<file path="config.mk">
export PLATFORM = sky130hd
export DESIGN_NAME = boot_loader
export DESIGN_NICKNAME = d
export VERILOG_FILES = /design/src/rtl/boot_loader_pkg.sv /design/src/rtl/boot_loader.sv
export SDC_FILE = /design/constraint.sdc
export NUM_CORES = 1
export LEC_CHECK = 0
export CAP_MARGIN = 20
export CORE_MARGIN = 2
export CORE_UTILIZATION = 50
export CTS_BUF_LIST = sky130_fd_sc_hd__clkbuf_4 sky130_fd_sc_hd__clkbuf_8
export DETAILED_ROUTE_END_ITERATION = 6
export HOLD_SLACK_MARGIN = 0.12
export PLACE_DENSITY = 0.79
export SETUP_SLACK_MARGIN = 0.3
export SKIP_CTS_REPAIR_TIMING = 1
export SLEW_MARGIN = 20
export SYNTH_ARGS = -nofsm -noshare
export SYNTH_HDL_FRONTEND = slang
export SYNTH_SLANG_ARGS = --single-unit
</file>
<file path="constraint.sdc">
create_clock -name clk -period 3 [get_ports clk]
set_input_delay 0.6 -clock clk [delete_from_list [all_inputs] [get_ports clk]]
set_output_delay 0.6 -clock clk [all_outputs]
set_load 0.01 [all_outputs]
</file>
<file path="src/rtl/boot_loader_pkg.sv">
// Shared definitions for the UART boot loader: host command bytes, reply
// bytes and the controller state encoding.
package boot_loader_pkg;

  localparam logic [7:0] CMD_LOAD = 8'h4C;  // 'L'
  localparam logic [7:0] CMD_READ = 8'h52;  // 'R'
  localparam logic [7:0] CMD_GO   = 8'h47;  // 'G'

  localparam logic [7:0] RSP_OK      = 8'h4B;  // 'K'
  localparam logic [7:0] RSP_HALTED  = 8'h48;  // 'H'
  localparam logic [7:0] RSP_UNKNOWN = 8'h3F;  // '?'

  typedef enum logic [3:0] {
    S_IDLE,
    S_ADDRH,
    S_ADDRL,
    S_COUNT,
    S_DATA,
    S_RDWAIT1,
    S_RDWAIT2,
    S_RDLATCH,
    S_GO,
    S_RUN,
    S_REPLY,
    S_REPLYGAP
  } state_e;

  function automatic logic is_known_cmd(input logic [7:0] b);
    return (b == CMD_LOAD) || (b == CMD_READ) || (b == CMD_GO);
  endfunction

endpackage

</file>
<file path="src/rtl/boot_loader.sv">
// Byte-stream command parser that loads and reads program RAM over a UART,
// starts the CPU and reports back when it halts.
module boot_loader
  import boot_loader_pkg::*;
(
  input  logic       clk,
  input  logic       rst,
  input  logic       received,
  input  logic [7:0] rx_byte,
  input  logic       is_transmitting,
  output logic [7:0] tx_byte,
  output logic       transmit,
  output logic [8:0] waddr,
  output logic [7:0] dwrite,
  output logic       write_en,
  output logic [8:0] raddr,
  input  logic [7:0] dread,
  output logic       cpu_start,
  output logic [8:0] startaddr,
  input  logic       halted,
  output logic       running
);

  state_e     state_q, state_d;
  logic [7:0] cmd_q, cmd_d;
  logic [8:0] addr_q, addr_d;
  logic [8:0] cnt_q, cnt_d;       // 9 bits so a count byte of 0 can mean 256
  logic [7:0] reply_q, reply_d;
  logic [7:0] tx_byte_q, tx_byte_d;
  logic       transmit_q, transmit_d;
  logic [8:0] waddr_q, waddr_d;
  logic [7:0] dwrite_q, dwrite_d;
  logic       write_en_q, write_en_d;
  logic [8:0] raddr_q, raddr_d;
  logic       cpu_start_q, cpu_start_d;
  logic [8:0] startaddr_q, startaddr_d;
  logic       running_q, running_d;

  // NOTE: every state register is updated with <= so all of them see the
  // values from before the edge, independent of statement order.
  always_ff @(posedge clk) begin
    if (rst) begin
      state_q     <= S_IDLE;
      cmd_q       <= 8'h00;
      addr_q      <= 9'd0;
      cnt_q       <= 9'd0;
      reply_q     <= 8'h00;
      tx_byte_q   <= 8'h00;
      transmit_q  <= 1'b0;
      waddr_q     <= 9'd0;
      dwrite_q    <= 8'h00;
      write_en_q  <= 1'b0;
      raddr_q     <= 9'd0;
      cpu_start_q <= 1'b0;
      startaddr_q <= 9'd0;
      running_q   <= 1'b0;
    end else begin
      state_q     <= state_d;
      cmd_q       <= cmd_d;
      addr_q      <= addr_d;
      cnt_q       <= cnt_d;
      reply_q     <= reply_d;
      tx_byte_q   <= tx_byte_d;
      transmit_q  <= transmit_d;
      waddr_q     <= waddr_d;
      dwrite_q    <= dwrite_d;
      write_en_q  <= write_en_d;
      raddr_q     <= raddr_d;
      cpu_start_q <= cpu_start_d;
      startaddr_q <= startaddr_d;
      running_q   <= running_d;
    end
  end

  always_comb begin
    // NOTE: every signal gets a default before the case so no path through
    // the decoder leaves one unassigned (which would infer a latch).
    state_d     = state_q;
    cmd_d       = cmd_q;
    addr_d      = addr_q;
    cnt_d       = cnt_q;
    reply_d     = reply_q;
    tx_byte_d   = tx_byte_q;
    waddr_d     = waddr_q;
    dwrite_d    = dwrite_q;
    raddr_d     = raddr_q;
    startaddr_d = startaddr_q;
    running_d   = running_q;
    transmit_d  = 1'b0;
    write_en_d  = 1'b0;
    cpu_start_d = 1'b0;

    unique case (state_q)
      S_IDLE: begin
        if (received) begin
          cmd_d = rx_byte;
          if (is_known_cmd(rx_byte)) begin
            state_d = S_ADDRH;
          end else begin
            reply_d = RSP_UNKNOWN;
            state_d = S_REPLY;
          end
        end
      end
      S_ADDRH: begin
        if (received) begin
          addr_d  = {rx_byte[0], addr_q[7:0]};
          state_d = S_ADDRL;
        end
      end
      S_ADDRL: begin
        if (received) begin
          addr_d = {addr_q[8], rx_byte};
          if (cmd_q == CMD_LOAD) begin
            state_d = S_COUNT;
          end else if (cmd_q == CMD_READ) begin
            raddr_d = {addr_q[8], rx_byte};
            state_d = S_RDWAIT1;
          end else begin
            startaddr_d = {addr_q[8], rx_byte};
            state_d     = S_GO;
          end
        end
      end
      S_COUNT: begin
        if (received) begin
          cnt_d   = (rx_byte == 8'h00) ? 9'd256 : {1'b0, rx_byte};
          state_d = S_DATA;
        end
      end
      S_DATA: begin
        if (received) begin
          write_en_d = 1'b1;
          waddr_d    = addr_q;
          dwrite_d   = rx_byte;
          addr_d     = addr_q + 9'd1;
          cnt_d      = cnt_q - 9'd1;
          if (cnt_q == 9'd1) begin
            reply_d = RSP_OK;
            state_d = S_REPLY;
          end
        end
      end
      // Two cycles of RAM read latency before dread reflects raddr.
      S_RDWAIT1: state_d = S_RDWAIT2;
      S_RDWAIT2: state_d = S_RDLATCH;
      S_RDLATCH: begin
        reply_d = dread;
        state_d = S_REPLY;
      end
      S_GO: begin
        cpu_start_d = 1'b1;
        state_d     = S_RUN;
      end
      S_RUN: begin
        running_d = 1'b1;
        if (halted) begin
          running_d = 1'b0;
          reply_d   = RSP_HALTED;
          state_d   = S_REPLY;
        end
      end
      S_REPLY: begin
        if (!is_transmitting) begin
          transmit_d = 1'b1;
          tx_byte_d  = reply_q;
          state_d    = S_REPLYGAP;
        end
      end
      // Gives the UART one cycle to raise is_transmitting before we look again.
      S_REPLYGAP: state_d = S_IDLE;
      default:    state_d = S_IDLE;
    endcase
  end

  assign tx_byte   = tx_byte_q;
  assign transmit  = transmit_q;
  assign waddr     = waddr_q;
  assign dwrite    = dwrite_q;
  assign write_en  = write_en_q;
  assign raddr     = raddr_q;
  assign cpu_start = cpu_start_q;
  assign startaddr = startaddr_q;
  assign running   = running_q;

endmodule

</file>
# Word-level counts from Yosys, hierarchy flattened
# Index checks and enable logic that the tools add are counted.
# Widths: inputs -> output; s select.
totals:
  reg_bits: 85
op_classes:
  reduce_logical: 20
  bitwise: 7
  n_eq_ne: 25
  n_mux: 30
  addsub: 2
op_table:
  columns: ["op", "count"]
  rows:
  - ["$mux 8", 6]
  - ["$mux 9", 5]
  - ["$mux 4", 11]
  - ["$pmux 4 s11", 1]
  - ["$eq 8x7->1 const B", 5]
  - ["$pmux 8 s4", 1]
  - ["$pmux 9 s3", 1]
  - ["$ne 2x2->1 const B", 9]
  - ["$pmux 9 s2", 1]
  - ["$eq 4x3->1 const B", 4]
  - ["$reduce_and 4->1", 4]
  - ["$eq 4x4->1 const B", 3]
  - ["$add 9x1->9 const B", 1]
  - ["$eq 9x1->1 const B", 1]
  - ["$sub 9x1->9 const B", 1]
  - ["$eq 4x2->1 const B", 2]
  - ["$logic_not 8->1", 1]
  - ["$reduce_and 8->1", 1]
  - ["$not 1->1", 7]
  - ["$reduce_and 2->1", 3]
  - ["$reduce_and 6->1", 1]
  - ["$reduce_bool 2->1", 3]
  - ["$eq 4x1->1 const B", 1]
  - ["$logic_not 4->1", 1]
  - ["5 further kinds", 10]

# Longest topological paths before layout
depth:
  word_depth: 6
  ltp_mapped: 8

# Worst setup path before layout
# Ideal clock, no wire load.
synth_path:
  kind: "input to register"
  from: "input rx_byte[2]"
  to: "register reply_q[2]"
  path_stages: 6
  n_path_buf: 1
  required_ps: 2866
  setup_time_ps: 134
  arrival_ps: 1776
  setup_slack_ps: 1090
  cell_sequence: "clkbuf_1 -> nor3_1 -> a41oi_4 -> a21bo_4 -> a21oi_1 -> a211oi_1"
synth_via:
  elab_chain_len: 5
  elab_cells_between_ends: 7
synth_rtl:
  columns: ["item", "line_no", "text"]
  rows:
  - ["start, declared", "boot_loader.sv:9", "input logic [7:0] rx_byte,"]
  - ["$eq 8x7->1", "boot_loader_pkg.sv:29", "return (b == CMD_LOAD) || (b == CMD_READ) || (b == CMD_GO);"]
  - ["$logic_or 1x1->1", "boot_loader_pkg.sv:29", null]
  - ["$logic_or 1x1->1 *", "boot_loader_pkg.sv:29", null]
  - ["$ne 2x2->1 (no source line) *", null, null]
  - ["$reduce_and 6->1 (no source line) *", null, null]
  - ["end signal, assigned", "boot_loader.sv:62", "reply_q <= reply_d;"]
  - ["end, declared", "boot_loader.sv:28", "logic [7:0] reply_q, reply_d;"]
# Every way passes the cells marked *; elsewhere a longest branch is shown, timed or not.
# A chain may end at the register's enable or synchronous reset.

# Worst setup path in the final report
layout_path:
  from: "input rx_byte[3]"
  to: "register reply_q[0]"
# The elaborated chain is that of the path after synthesis.

==> impl_metrics.csv <==
group,metric,value,unit
run_status,status,"completed",
pwr,peakVddDrop,0.0004516,V
grt,track_usage,0.2402,
logic_synthesis,netlist_instances,482,
placement,place.port_buffers,67,
clock_tree,numClockSinks,85,
setup_path,critPathMaxStageDelay,0.59,ns
logic_synthesis,syn_area,4061,um2
run,drv_cap,0,
logic_synthesis,yosysTopAreaCell,"dfxtp_1",
clock_tree,htree_levels,3,
timing,fin_crit_sh,0.7355,
placement,dpl.hpwl,7363,um
clock_tree,cts_tree,"done",
pwr,totalPowerFinal,3.184,mW
timing,rsz0062_at_grt,"no",
timing,setup_viol,0,
grt,antenna_found_initial,0,
die,core-area,7807,um2
setup_path,crit_slowest_cell,"clkdlybuf4s50_1",
setup_path,crit_chain,"clkdlybuf4s50_1 > nor3_1 > a41oi_4 > a21boi_2 > nor2_2 > a311oi_1",
cells_and_area,final_area,5041,um2
detailed_routing,drt-total-wl,10440,um
logic_synthesis,synth-async-reset-ratio,0,
worst_hold_path,min_path_type,"register to register",
die,dieArea,8860,um2
grt,grt_first_pass_wirelength,16790,um
timing,fmax,453.2,MHz
timing,maxSlewHeadroom,0.5871,
clock_tree,clk_pin_slew,0.09,ns
setup_path,crit_arrival,2.47,ns
cells_and_area,multi_input_area,2148,um2
placement,placed_area,4812,um2
logic_synthesis,synth_area_leaders,"dfxtp_1, a21oi_1, mux2i_1, nand2_1, nor2_1",
pwr,p_seq_frac,0.422,
setup_path,crit_family,"compound AO/OA/AOI/OAI gates",
timing,worst_hold_slack,0.4584,ns
grt,grt_max_degree,36,
detailed_routing,drtIter0Drc,181,
grt,grt_pass1_vias,3476,
setup_path,cp_max_fo,9,
logic_synthesis,synth-edff-count,0,
die,start_util,0.5202,
timing,finalSetupTns,0,ns
pwr,clock_power_share,0.296,
pwr,switching_share,0.3282,
logic_synthesis,avgSynthCellArea,8.426,um2
cells_and_area,final_cells,646,
detailed_routing,drc,0,
placement,gp_congestion,0.8410,
logic_synthesis,synthesis.nets,506,
timing,worstMarginPinSlew,0.6193,ns
die,fp.dieH,94.13,um
logic_synthesis,synth_ff_type,"dfxtp_1",
clock_tree,clk_path_buf_depth,2,
die,die_w,94.13,um
setup_path,path_class,"primary input to register",
cells_and_area,nets,563,
placement,dp_cells,630,
grt,overflow,0,
detailed_routing,ant_nets,0,
die,row_count,32,
setup_path,cp.buffers_inverters,1,
clock_tree,cts-root-buf,"clkbuf_8",
clock_tree,clock_latency,0.36,ns
pwr,leakagePower,1.789,nW
clock_tree,cts_buffers,9,
detailed_routing,vias,3747,
cells_and_area,layout-drive-gt1-share,0.09926,
detailed_routing,viasPerCell,5.800,
timing,finalHoldViolCount,0,
logic_synthesis,yosysWarningCount,0,
setup_path,worstPathRequired,3.27,ns
cells_and_area,fill_cells,662,
pwr,intPower,2.139,mW
timing,period_minus_slack,2.207,ns
cells_and_area,antenna_cells,0,
pwr,switchingPower,1.045,mW
logic_synthesis,ys_seq_elements,85,
pwr,p_comb_frac,0.283,
logic_synthesis,ys_seq_area_frac,0.4190,
detailed_routing,wl_per_cell,16.16,um
timing,slew_violations,0,
setup_path,start_kind,"primary input",
logic_synthesis,ys_types,65,
detailed_routing,drt_first_pass_iters,5,
cells_and_area,synthToLayoutAreaGrowth,24.12,%
die,ioPinCount,68,
cells_and_area,register_area,1702,um2
logic_synthesis,synth_top_area_share,0.4190,
setup_path,endpoint_kind,"register",
pwr,power_density,631.5,nW/um2
timing,skew,0.008878,ns
-- kinds of logic after synthesis --
logic type               Yosys count  share of synthesized area
buffers and inverters             47                    0.05515
adder cells (fa/ha/maj)            3                   0.009243
flip-flops                        85                     0.4190
AO/OA/AOI/OAI                    127                     0.1993
multiplexers                      26                    0.06408
AND/OR/NAND/NOR                  188                     0.2403
XOR/XNOR                           6                    0.01294
-- cell usage in the layout, fill, tap and decap left out, types with 5 or more instances in the layout --
cell and n:
nand3_1 15, mux2i_1 26, o21ai_0 22, nor2_1 49, nand2_1 67, inv_1 7, a211oi_1 8, a22oi_1 5
buf_4 19, a21oi_1 59, dfxtp_1 85, clkbuf_8 9, clkdlybuf4s50_1 66
-- worst register-to-register path, stage by stage, from the launching register on --
cell,delay [ns]
dfxtp_1,0.51
buf_4,0.32
or4bb_1,0.43
a21oi_1,0.25
or2_4,0.20
nor2_2,0.05
a311oi_1,0.27
-- per-layer routing --
metal | vias to the layer above | part of all wire | track usage
met2 | 124 | 0.51 | 0.4113
li1 | 1816 | - | -
met1 | 1788 | 0.42 | 0.2914
met3 | 19 | 0.050 | 0.05698
met5 | - | 0 | 0
met4 | 0 | 0.020 | 0.09058
-- flip-flops by register name, summed over array words and instances (netlist names) --
signal     flops
cmd_q          8
waddr          9
cnt_q          9
state_q        4
tx_byte        8
running        1
startaddr      9
addr_q         9
reply_q        8
cpu_start      1
write_en       1
transmit       1
raddr          9
dwrite         8
-- layout make-up --
type | count | share of cell area
clock buffers | 9 | 0.02457
repair buffers | 86 | 0.1603
inverters | 7 | 0.005212
multi-input cells | 350 | 0.4262
clock inverters | 7 | 0.02085
well taps | 102 | 0.02532
flip-flops and latches | 85 | 0.3376
-- path summary, 6_finish.rpt --
path,start,end,slack (ns),cells after the start
worst min register to register,waddr[5],waddr[5],0.46,2
worst min-delay path,waddr[5],waddr[5],0.46,2
worst max register to register,state_q[0],reply_q[0],0.88,6
worst max-delay path,rx_byte[3],reply_q[0],0.79,6
-- cells in the mapped netlist, types with 5 or more instances --
| cell | instances |
|---|---|
| dfxtp_1 | 85 |
| nand2_1 | 67 |
| a21oi_1 | 59 |
| nor2_1 | 49 |
| mux2i_1 | 26 |
| clkbuf_1 | 22 |
| o21ai_0 | 22 |
| nand3_1 | 15 |
| buf_2 | 11 |
| a211oi_1 | 8 |
| inv_1 | 7 |
| a22oi_1 | 5 |
| buf_4 | 5 |
-- power groups by stage --
stage / logic [mW] / registers, mW / clock network [mW]
floorplan: 0.681 / 1.33 / 0
detailed placement: 0.891 / 1.36 / 0
CTS: 0.896 / 1.34 / 0.956
finish: 0.900 / 1.34 / 0.941
global placement: 0.863 / 1.36 / 0
global route: 0.989 / 1.35 / 0.997
-- stage by stage --
stage / utilization / setup slack (ns)
detailed placement: 0.6163 / 0.4481
finish: 0.6457 / 0.7934
global placement: 0.6163 / 0.5345
CTS: 0.6457 / 0.8440
global route: 0.6457 / 0.5808
floorplan: - / 1.090
Note: power is estimated with default switching activity, not from simulation.
